File: src/rtl/alu_share_arbiter.sv
// rtl/alu_share_arbiter.sv - arbitrates one shared ALU between core and coprocessor (IDLE/EXEC/RESP)
// Optional round-robin conflict resolution: ALU_ARB_RR_EN (undefined = core has fixed priority)
module alu_share_arbiter #(
    parameter int XLEN = 32
) (
    input  logic            clk,
    input  logic            rst_n,
    input  logic            core_req_valid,
    output logic            core_req_ready,
    input  logic [3:0]      core_req_ctrl,
    input  logic [XLEN-1:0] core_req_a,
    input  logic [XLEN-1:0] core_req_b,
    output logic            core_rsp_valid,
    input  logic            core_rsp_ready,
    output logic [XLEN-1:0] core_rsp_data,
    output logic            core_rsp_zero,
    output logic            core_rsp_err,
    input  logic            cop_req_valid,
    output logic            cop_req_ready,
    input  logic [3:0]      cop_req_ctrl,
    input  logic [XLEN-1:0] cop_req_a,
    input  logic [XLEN-1:0] cop_req_b,
    output logic            cop_rsp_valid,
    input  logic            cop_rsp_ready,
    output logic [XLEN-1:0] cop_rsp_data,
    output logic            cop_rsp_zero,
    output logic            cop_rsp_err,
    output logic [3:0]      alu_ctrl_o,
    output logic [XLEN-1:0] alu_a_o,
    output logic [XLEN-1:0] alu_b_o,
    input  logic [XLEN-1:0] alu_result_i,
    input  logic            alu_zero_i,
    output logic            busy
);
    localparam logic [3:0] CTRL_ADD = 4'b0010;

    typedef enum logic [1:0] {IDLE, EXEC, RESP} state_t;

    state_t          state;
    logic            owner_cop;
    logic            grant_cop;
    logic            accept;
    logic            legal;
    logic            rsp_done;
    logic [3:0]      sel_ctrl;
    logic [XLEN-1:0] sel_a;
    logic [XLEN-1:0] sel_b;
    logic [XLEN-1:0] rsp_data;
    logic            rsp_zero;
    logic            rsp_err;

`ifdef ALU_ARB_RR_EN
    logic last_cop;
`endif

    always_comb begin
        grant_cop = 1'b0;
        if (cop_req_valid && !core_req_valid) begin
            grant_cop = 1'b1;
        end
`ifdef ALU_ARB_RR_EN
        else if (cop_req_valid && core_req_valid) begin
            grant_cop = !last_cop;
        end
`endif
    end

    assign core_req_ready = rst_n && (state == IDLE) && core_req_valid && !grant_cop;
    assign cop_req_ready  = rst_n && (state == IDLE) && cop_req_valid && grant_cop;
    assign accept         = core_req_ready || cop_req_ready;

    assign sel_ctrl = grant_cop ? cop_req_ctrl : core_req_ctrl;
    assign sel_a    = grant_cop ? cop_req_a    : core_req_a;
    assign sel_b    = grant_cop ? cop_req_b    : core_req_b;

    always_comb begin
        case (sel_ctrl)
            4'b0000, 4'b0001, 4'b0010, 4'b0110, 4'b0111,
            4'b1000, 4'b1001, 4'b1010, 4'b1011, 4'b1100: legal = 1'b1;
            default:                                     legal = 1'b0;
        endcase
    end

    assign rsp_done = owner_cop ? cop_rsp_ready : core_rsp_ready;

    // alu_*_o double as the latched operand registers; they only hold a request during EXEC
    always_ff @(posedge clk) begin
        if (!rst_n) begin
            state          <= IDLE;
            owner_cop      <= 1'b0;
            core_rsp_valid <= 1'b0;
            cop_rsp_valid  <= 1'b0;
            rsp_data       <= '0;
            rsp_zero       <= 1'b0;
            rsp_err        <= 1'b0;
            alu_ctrl_o     <= CTRL_ADD;
            alu_a_o        <= '0;
            alu_b_o        <= '0;
`ifdef ALU_ARB_RR_EN
            last_cop       <= 1'b1;
`endif
        end else begin
            case (state)
                IDLE: begin
                    if (accept) begin
                        owner_cop <= grant_cop;
`ifdef ALU_ARB_RR_EN
                        last_cop  <= grant_cop;
`endif
                        if (legal) begin
                            alu_ctrl_o <= sel_ctrl;
                            alu_a_o    <= sel_a;
                            alu_b_o    <= sel_b;
                            state      <= EXEC;
                        end else begin
                            rsp_data       <= '0;
                            rsp_zero       <= 1'b0;
                            rsp_err        <= 1'b1;
                            core_rsp_valid <= !grant_cop;
                            cop_rsp_valid  <= grant_cop;
                            state          <= RESP;
                        end
                    end
                end
                EXEC: begin
                    rsp_data       <= alu_result_i;
                    rsp_zero       <= alu_zero_i;
                    rsp_err        <= 1'b0;
                    core_rsp_valid <= !owner_cop;
                    cop_rsp_valid  <= owner_cop;
                    alu_ctrl_o     <= CTRL_ADD;
                    alu_a_o        <= '0;
                    alu_b_o        <= '0;
                    state          <= RESP;
                end
                RESP: begin
                    if (rsp_done) begin
                        core_rsp_valid <= 1'b0;
                        cop_rsp_valid  <= 1'b0;
                        state          <= IDLE;
                    end
                end
                default: state <= IDLE;
            endcase
        end
    end

    assign core_rsp_data = rsp_data;
    assign core_rsp_zero = rsp_zero;
    assign core_rsp_err  = rsp_err;
    assign cop_rsp_data  = rsp_data;
    assign cop_rsp_zero  = rsp_zero;
    assign cop_rsp_err   = rsp_err;
    assign busy          = (state != IDLE);

endmodule

File: config.mk
export PLATFORM = sky130hd
export DESIGN_NAME = alu_share_arbiter
export DESIGN_NICKNAME = d
export VERILOG_FILES = /design/src/rtl/alu_share_arbiter.sv
export SDC_FILE = /design/constraint.sdc
export NUM_CORES = 1
export LEC_CHECK = 0
export CORE_ASPECT_RATIO = 1.1
export CORE_MARGIN = 8
export CORE_UTILIZATION = 35
export CTS_BUF_LIST = sky130_fd_sc_hd__clkbuf_4 sky130_fd_sc_hd__clkbuf_8 sky130_fd_sc_hd__clkbuf_16
export CTS_CLUSTER_DIAMETER = 60
export DETAILED_ROUTE_END_ITERATION = 8
export GPL_ROUTABILITY_DRIVEN = 1
export PLACE_DENSITY = 0.78
export SLEW_MARGIN = 5
export SYNTH_ARGS = -nofsm -noshare
export SYNTH_HDL_FRONTEND = slang
export SYNTH_SLANG_ARGS = --single-unit
export TNS_END_PERCENT = 20
File: constraint.sdc
create_clock -name clk -period 2 [get_ports clk]
set_input_delay 0.4 -clock clk [delete_from_list [all_inputs] [get_ports clk]]
set_output_delay 0.4 -clock clk [all_outputs]
set_load 0.02 [all_outputs]
==> results, run 1 <==
- The flow ran to the end, and the final reports show no timing, DRC or antenna violations.
- The worst hold path endpoint is owner_cop.
- The count of flip-flops with a built-in enable after synthesis is 0.
- The later pin in the worst-skew pair is clocked with a latency of 0.35 ns.
- The final layout contains routed wiring with a total length of 19.5 mm.
- The post-layout minimum cycle time is 1.95 ns.
- Per report_power, the clock group accounts for 20.8% of the total.
- Clock tree synthesis inserted a total of 9 buffers.
- Global routing finished with a remaining overflow of 0.
- The floorplan step set the die height to 148 um.
- The path class of the tightest hold or removal check is input port to flop.
- The total power of the final layout is 8.57 mW.
- Setup repair after global routing left no endpoint under its margin.
- The count of final max-slew check failures is 0.
- Dividing total power by cell area gives a power density of 934 mW/mm2.
- The hold slack is 0.421 ns.
- The clock tree from TritonCTS is yes.
- For the worst setup path, the data arrival time is 2.23 ns.
- The clock slew seen by the registers of the worst setup and hold paths is 0.08 ns.
- Cell internal power was estimated by the tool at 5.47 mW.
- The worst register-to-register path has a depth of 8.
- In the final routed layout, each cell accounts on average for 16.7 um.
- The most used flip-flop cell after synthesis is dfxtp_1.
- The count of different cell masters after synthesis is 42.
- In this run the most critical hold path is launched from rst_n.
- The critical path start-end classification is input port to flop.
- Counting along the longest clock path gives a buffer depth of 2.
- Counting instances, the worst hold path has a depth of 3.
- The worst register-to-register path ends at alu_b_o[26].
- The logic gate share of total power is 46.6%.
- The tree built by TritonCTS fans out to 107 sinks.
- The H-tree depth reported by CTS is 3.
- The floorplan step set the die width to 136 um.
- The die covers 0.0200 mm2.
- Summed over all cells, the static leakage comes to 4.16 nW.
- The count of inserted antenna diode cells is 0.
- The peak fanout along the critical path is 15.
- The clock tree skew after final layout is 0.00762 ns.
- The relative max-transition margin is 50.9%.
- The relative contribution of sequential cells to total power is 32.6%.
- Global routing consumed, over all layers together, 19.1% of the routing resources.
- The largest net degree at the start of global routing is 69.
- The cell count after synthesis came out at 689.
- The via density per instance is 4.73.
- The floorplan has 48 rows.
- The final design utilization is 59.0%.
- The count of max-cap constraint violations is 0.
- The required arrival time at the worst endpoint is 2.27 ns.
- The final hold violation count is 0.
- For this run, the number of Yosys warnings is 0.
- The congestion estimate from routability-driven global placement came to 0.746.
- The signed area change from the synthesized netlist to the final layout is 66.6%.
- The net count reported at finish is 1142.
- The launch point of the worst reg-to-reg path is state[0].
- The number of nets produced by synthesis is 868.
- The number of hold buffers added after cts is 0.
- Buffers placed on the I/O ports in this run total 315.
- The async set or reset register ratio after synthesis is 0%.
- In this run the power spent charging and discharging nets is 3.11 mW.
- The DRC marker count from the first detailed-route iteration is 227.
- The setup violation total in the final timing report is 0.
- The worst path meets setup with 0.0496 ns of slack.
- The worst-case IR drop observed on VDD is 0.000406 V.
- The post-placement setup slack is -0.655 ns.
- Summing the sequential cell areas from Yosys gives 38.9% of the chip area.
- The register bit total from synthesis is 107.
- The slew at the pin closest to its max-slew limit is 0.737 ns.
- A synthesized cell averages 8.00 um2.
- The detailed router placed 5525 vias in this run.
- In this run the remaining antenna-violating nets after routing total 0.
- The number of design rule violations left after detail routing is 0.
- STA classifies the critical path endpoint as a flop.
- In this run switching power makes up 36.3% of total power.
- The number of global-route vias before repair is 5571.
- The first global-routing pass estimated 30.4 mm of wire.
- The maximum clock frequency is 513 MHz.
- Of the cells placed in the final design, the portion with a size suffix greater than 1 is 7.95%.
- The I/O pin count is 316.
- The period utilization is 97.5%.
- The total area inside the core boundary comes to 0.0156 mm2.
- The cell chosen for the clock root is clkbuf_16.
- The setup check on the worst reg-to-reg path leaves a slack of 0.26 ns.
- Before antenna repair, the detailed router went through 4 iterations.
- The setup TNS after final layout is 0 ns.
- The starting utilization of the core area is 35.4%.
- The number of antenna violations at the first check in global routing is 1.
- The estimated wirelength of the detail-placed design is 14.6 mm.
- The mapped netlist covers 0.00551 mm2.
- The startpoint type of the worst setup path is an input port.
synth_stat cells, types with 3 or more instances:
cell,number,area (um2)
mux2i_1,71,711
inv_1,4,15.0
nand2b_1,3,18.8
buf_6,3,33.8
o22ai_1,34,213
clkbuf_1,38,143
buf_2,8,40.0
buf_4,39,293
dfxtp_1,107,2140
o21ai_0,3,15.0
a21o_1,66,495
nand2_1,273,1020
ha_1,4,50.1
cells in the final DEF, fill, tap and decap left out, types with 2 or more instances in the layout:
cell type and n:
nor3_1 2, clkinv_4 2, inv_8 3, nor2_1 2
dlygate4sd2_1 2, buf_12 8, nand2_1 273, buf_4 26
mux2i_1 71, clkbuf_2 5, ha_1 3, o22ai_1 34
clkdlybuf4s50_1 305, inv_1 3, xnor2_2 2, a21o_1 66
clkbuf_16 9, nand2b_1 2, buf_6 2, dfxtp_1 107
a21oi_1 2, o21ai_0 3
worst max-delay path, cell delays in order:
cell and delay (ns):
clkdlybuf4s50_1 0.46, or3b_4 0.40, o32ai_4 0.18, buf_6 0.16, buf_12 0.10, o41ai_4 0.08, buf_4 0.16, buf_12 0.14
o22ai_1 0.14
cell families after synthesis:
group | after synthesis | synth area share, %
simple gates | 292 | 20.7
compound gates | 116 | 15.8
flops | 107 | 38.9
buf+inv | 94 | 9.65
mux | 72 | 13.3
xor+xnor | 4 | 0.772
fa+ha+maj | 4 | 0.908
cell type report:
class                   count  area, um2
clock buffers               9        225
clock inverters             7       67.6
fillers                  1389       6370
inverters                   4       15.0
multi-input cells         488       2920
flip-flops and latches    107       2140
well taps                 200        250
repair buffers            353       3560
sequential cells by signal, summed over array words and instances, names as in the netlist:
register        count
owner_cop           1
alu_a_o            32
cop_rsp_err         1
cop_rsp_valid       1
alu_ctrl_o          4
cop_rsp_data       32
core_rsp_valid      1
state               2
cop_rsp_zero        1
alu_b_o            32
metrics by stage:
stage | cell area, um2 | std cells
after floorplan | 5520 | 689
after global placement | 8780 | 1147
after detailed placement | 8780 | 1147
after CTS | 9160 | 1167
after global routing | 9180 | 1168
final | 9180 | 1168
worst max-delay path by stage:
stage | startpoint | end | cells after the start
4_1_cts | state[0] | core_req_ready | 4
6_report | cop_req_ctrl[0] | cop_rsp_data[27] | 9
3_5_place_dp | core_req_valid | cop_rsp_data[27] | 7
2_1_floorplan | core_req_valid | alu_a_o[27] | 7
3_3_place_gp | core_req_valid | cop_req_ready | 5
5_1_grt | cop_req_ctrl[1] | cop_rsp_data[26] | 10
repair_timing:
item | CTS | global route
setup buffers | 3 | 1
endpoints found under the setup margin | 109 | 101
gates resized for setup | 14 | 17
gates cloned | 1 | 0
pin swaps | 4 | 4
layer usage:
metal  up-vias  global-route usage (%)  part of all wire, %
li1       2780                       -                    -
met3        16                    5.94                  8.2
met1      2521                    21.5                   40
met4         2                    5.06                  1.2
met2       206                    33.6                   51
met5         -                       0                0.067
power groups by stage:
stage	clock (mW)	sequential (mW)	combinational, mW
floorplan	0	3.32	1.63
global placement	0	2.83	3.91
detailed placement	0	2.84	3.94
CTS	1.83	2.80	4.04
global route	1.91	2.85	4.28
finish	1.78	2.80	4.00
Note: power is estimated with default switching activity, not from simulation.
==> run 2: changes to the inputs <==
--- a/config.mk
+++ b/config.mk
@@ -13,6 +13,7 @@
 export DETAILED_ROUTE_END_ITERATION = 8
 export GPL_ROUTABILITY_DRIVEN = 1
 export PLACE_DENSITY = 0.78
+export SKIP_LAST_GASP = 1
 export SLEW_MARGIN = 5
 export SYNTH_ARGS = -nofsm -noshare
 export SYNTH_HDL_FRONTEND = slang
==> results, run 2 (synthesized netlist as in run 1, its figures left out) <==
- The run finished with clean final reports.
- The initial utilization of the core area, before any placement, comes to 35.4%.
- 0 antenna diodes ended up in the layout.
- The total via count in the routed design is 5503.
- The final layout contains routed wiring with a total length of 19.5 mm.
- The global-route wire length before repair is 30.4 mm.
- The die is 136 um wide.
- The clock tree from TritonCTS is yes.
- The area growth from synthesis to layout is 66.7%.
- The layout has 1388 filler cells.
- After layout, the minimum clock period comes to 1.95 ns.
- The startpoint identified for the worst register-to-register timing path is state[0].
- The HPWL after detailed placement is 14.6 mm.
- The period utilization is 97.4%.
- The power density over the cells is 933 mW/mm2.
- The data arrival time of the critical path is 2.22 ns.
- The worst pin sits at a relative slew slack of 51.2%.
- The cell sitting at the root of the clock tree is a clkbuf_16.
- The first routing iteration left 253 violations.
- The count of final max-slew check failures is 0.
- Clock-pin slew was measured on the worst setup and hold paths at 0.08 ns.
- The number of buffers created by CTS is 9.
- The analysis attributes to cell leakage a power of 4.16 nW.
- The final layout contains 1142 nets.
- After routing the design area is 0.00919 mm2.
- In this run the number of H-tree levels came out at 3.
- The clock reaches the later pin of the worst-skew pair after 0.35 ns.
- In the final routed layout, each cell accounts on average for 16.7 um.
- The die footprint is 0.0200 mm2.
- Setup total negative slack on the finished layout was measured at 0 ns.
- The buffering stage count on the worst path with inverters included is 5.
- The tree built by TritonCTS fans out to 107 sinks.
- Across the whole layout, storage elements account for 0.00214 mm2.
- The number of antenna violations at the first check in global routing came to 1.
- The number of detailed-route iterations in the first pass is 4.
- After detailed routing, the number of vias per cell comes to 4.71.
- The final RePlAce weighted congestion is 0.746.
- The largest net degree at the start of global routing is 69.
- The fraction of final layout cells sized beyond drive strength 1 is 7.85%.
- The total congestion overflow after global routing is 0.
- The clock tree skew after final layout is 0.00768 ns.
- The area of the multi-input gates is 0.00292 mm2.
- The top cell types in the final layout, fill and taps aside, are clkdlybuf4s50_1, nand2_1, dfxtp_1, mux2i_1, a21o_1.
- The cell with the largest stage delay on the worst path is clkdlybuf4s50_1.
- The kind of cell with the highest combined delay along the critical path is buffers and inverters.
- The peak fanout along the critical path is 15.
- The maximum VDD drop is 0.000406 V.
- The dominant cell type by count on the critical path is buf_12.
- The worst hold path begins at rst_n.
- The I/O pin count is 316.
- The worst setup path is of the input port to flop kind.
- The core region is 0.0156 mm2.
- The tightest min-delay check is of the input port to flop type.
- The total cell area at the placement stage is 0.00878 mm2.
- The remaining antenna violation count is 0.
- The required arrival time at the worst endpoint is 2.27 ns.
- Input and output buffers added on the ports amount to 315.
- For this run, the top clock speed supported by timing is 513 MHz.
- The worst setup path is captured at a flop.
- The source of the critical timing path is cop_req_ctrl[0].
- The number of hold buffers added after cts is 0.
- The global-route usage over all layers is 19.1%.
- The startpoint type of the worst setup path is an input port.
- Measured along the y axis, the die boundary spans 148 um.
- The count of max-cap constraint violations is 0.
- Cells fill 59.1% of the core in the end.
- The setup check on the worst reg-to-reg path leaves a slack of 0.26 ns.
- The placement row count is 48.
- For the pin with the worst max-slew slack, the measured transition is 0.731 ns.
- The most common cell after layout, fill and taps aside is clkdlybuf4s50_1.
- The final hold violation count is 0.
- The number of design rule violations left after detail routing is 0.
- Setup repair after global routing could not meet its margin everywhere.
- The signal on the critical path passes through clkdlybuf4s50_1 > or3b_4 > o32ai_4 > buf_6 > buf_12 > o41ai_4 > buf_4 > buf_12 > o22ai_1.
- The maximum buffer depth of the clock tree is 2.
- On the worst path, the slowest cell contributes a delay of 0.46 ns.
- The total power of the final layout is 8.57 mW.
- The number of global-route vias before repair is 5571.
- The setup violation total in the final timing report is 0.
==> run 2: cell type report <==
| cell class | count | area share [%] |
|---|---|---|
| well taps | 200 | 2.72 |
| flip-flops and latches | 107 | 23.3 |
| clock inverters | 7 | 0.735 |
| inverters | 4 | 0.163 |
| multi-input cells | 488 | 31.8 |
| repair buffers | 353 | 38.8 |
| clock buffers | 9 | 2.45 |
==> run 2: tightest hold or removal path, delay by kind of cell <==
kind / cells / cell delay, ns
AO/OA/AOI/OAI: 1 / 0.09
AND/OR/NAND/NOR: 1 / 0.09
buffers and inverters: 1 / 0.14
==> run 2: path summary, 6_finish.rpt <==
| path | endpoint | cells after the start |
|---|---|---|
| max | cop_rsp_data[27] | 9 |
| min | owner_cop | 3 |
| max reg2reg | alu_b_o[26] | 8 |
| min reg2reg | alu_a_o[25] | 2 |
==> run 2: metrics by stage <==
stage               worst slack [ns]  instances  hold WS (ns)
floorplan                     0.0569        689         0.483
global placement              -0.547       1147         0.443
detailed placement            -0.655       1147         0.450
CTS                          0.00464       1167         0.404
global route                 -0.0430       1168         0.410
finish                        0.0514       1168         0.422
==> run 2: layer usage <==
layer / track usage [%] / wire length, um / share of wire (%) / vias to the layer above
met5: 0 / 13 / 0.067 / -
li1: - / - / - / 2782
met3: 5.94 / 1590 / 8.2 / 17
met2: 33.6 / 9860 / 51 / 199
met4: 5.06 / 245 / 1.3 / 2
met1: 21.5 / 7750 / 40 / 2503
==> run 2: timing repair <==
| item | CTS | global route |
|---|---|---|
| endpoints found under the hold margin | 0 | 0 |
| pin swaps | 4 | 4 |
| setup buffers | 3 | 1 |
| gates resized for setup | 14 | 16 |
| gates cloned | 1 | 0 |
| setup endpoints to repair | 109 | 101 |
==> run 2: power breakdown <==
group	switching [mW]	internal [mW]	total, mW
Clock	0.895	0.882	1.78
Combinational	1.97	2.03	4.00
Sequential	0.240	2.56	2.80
Total	3.10	5.47	8.57
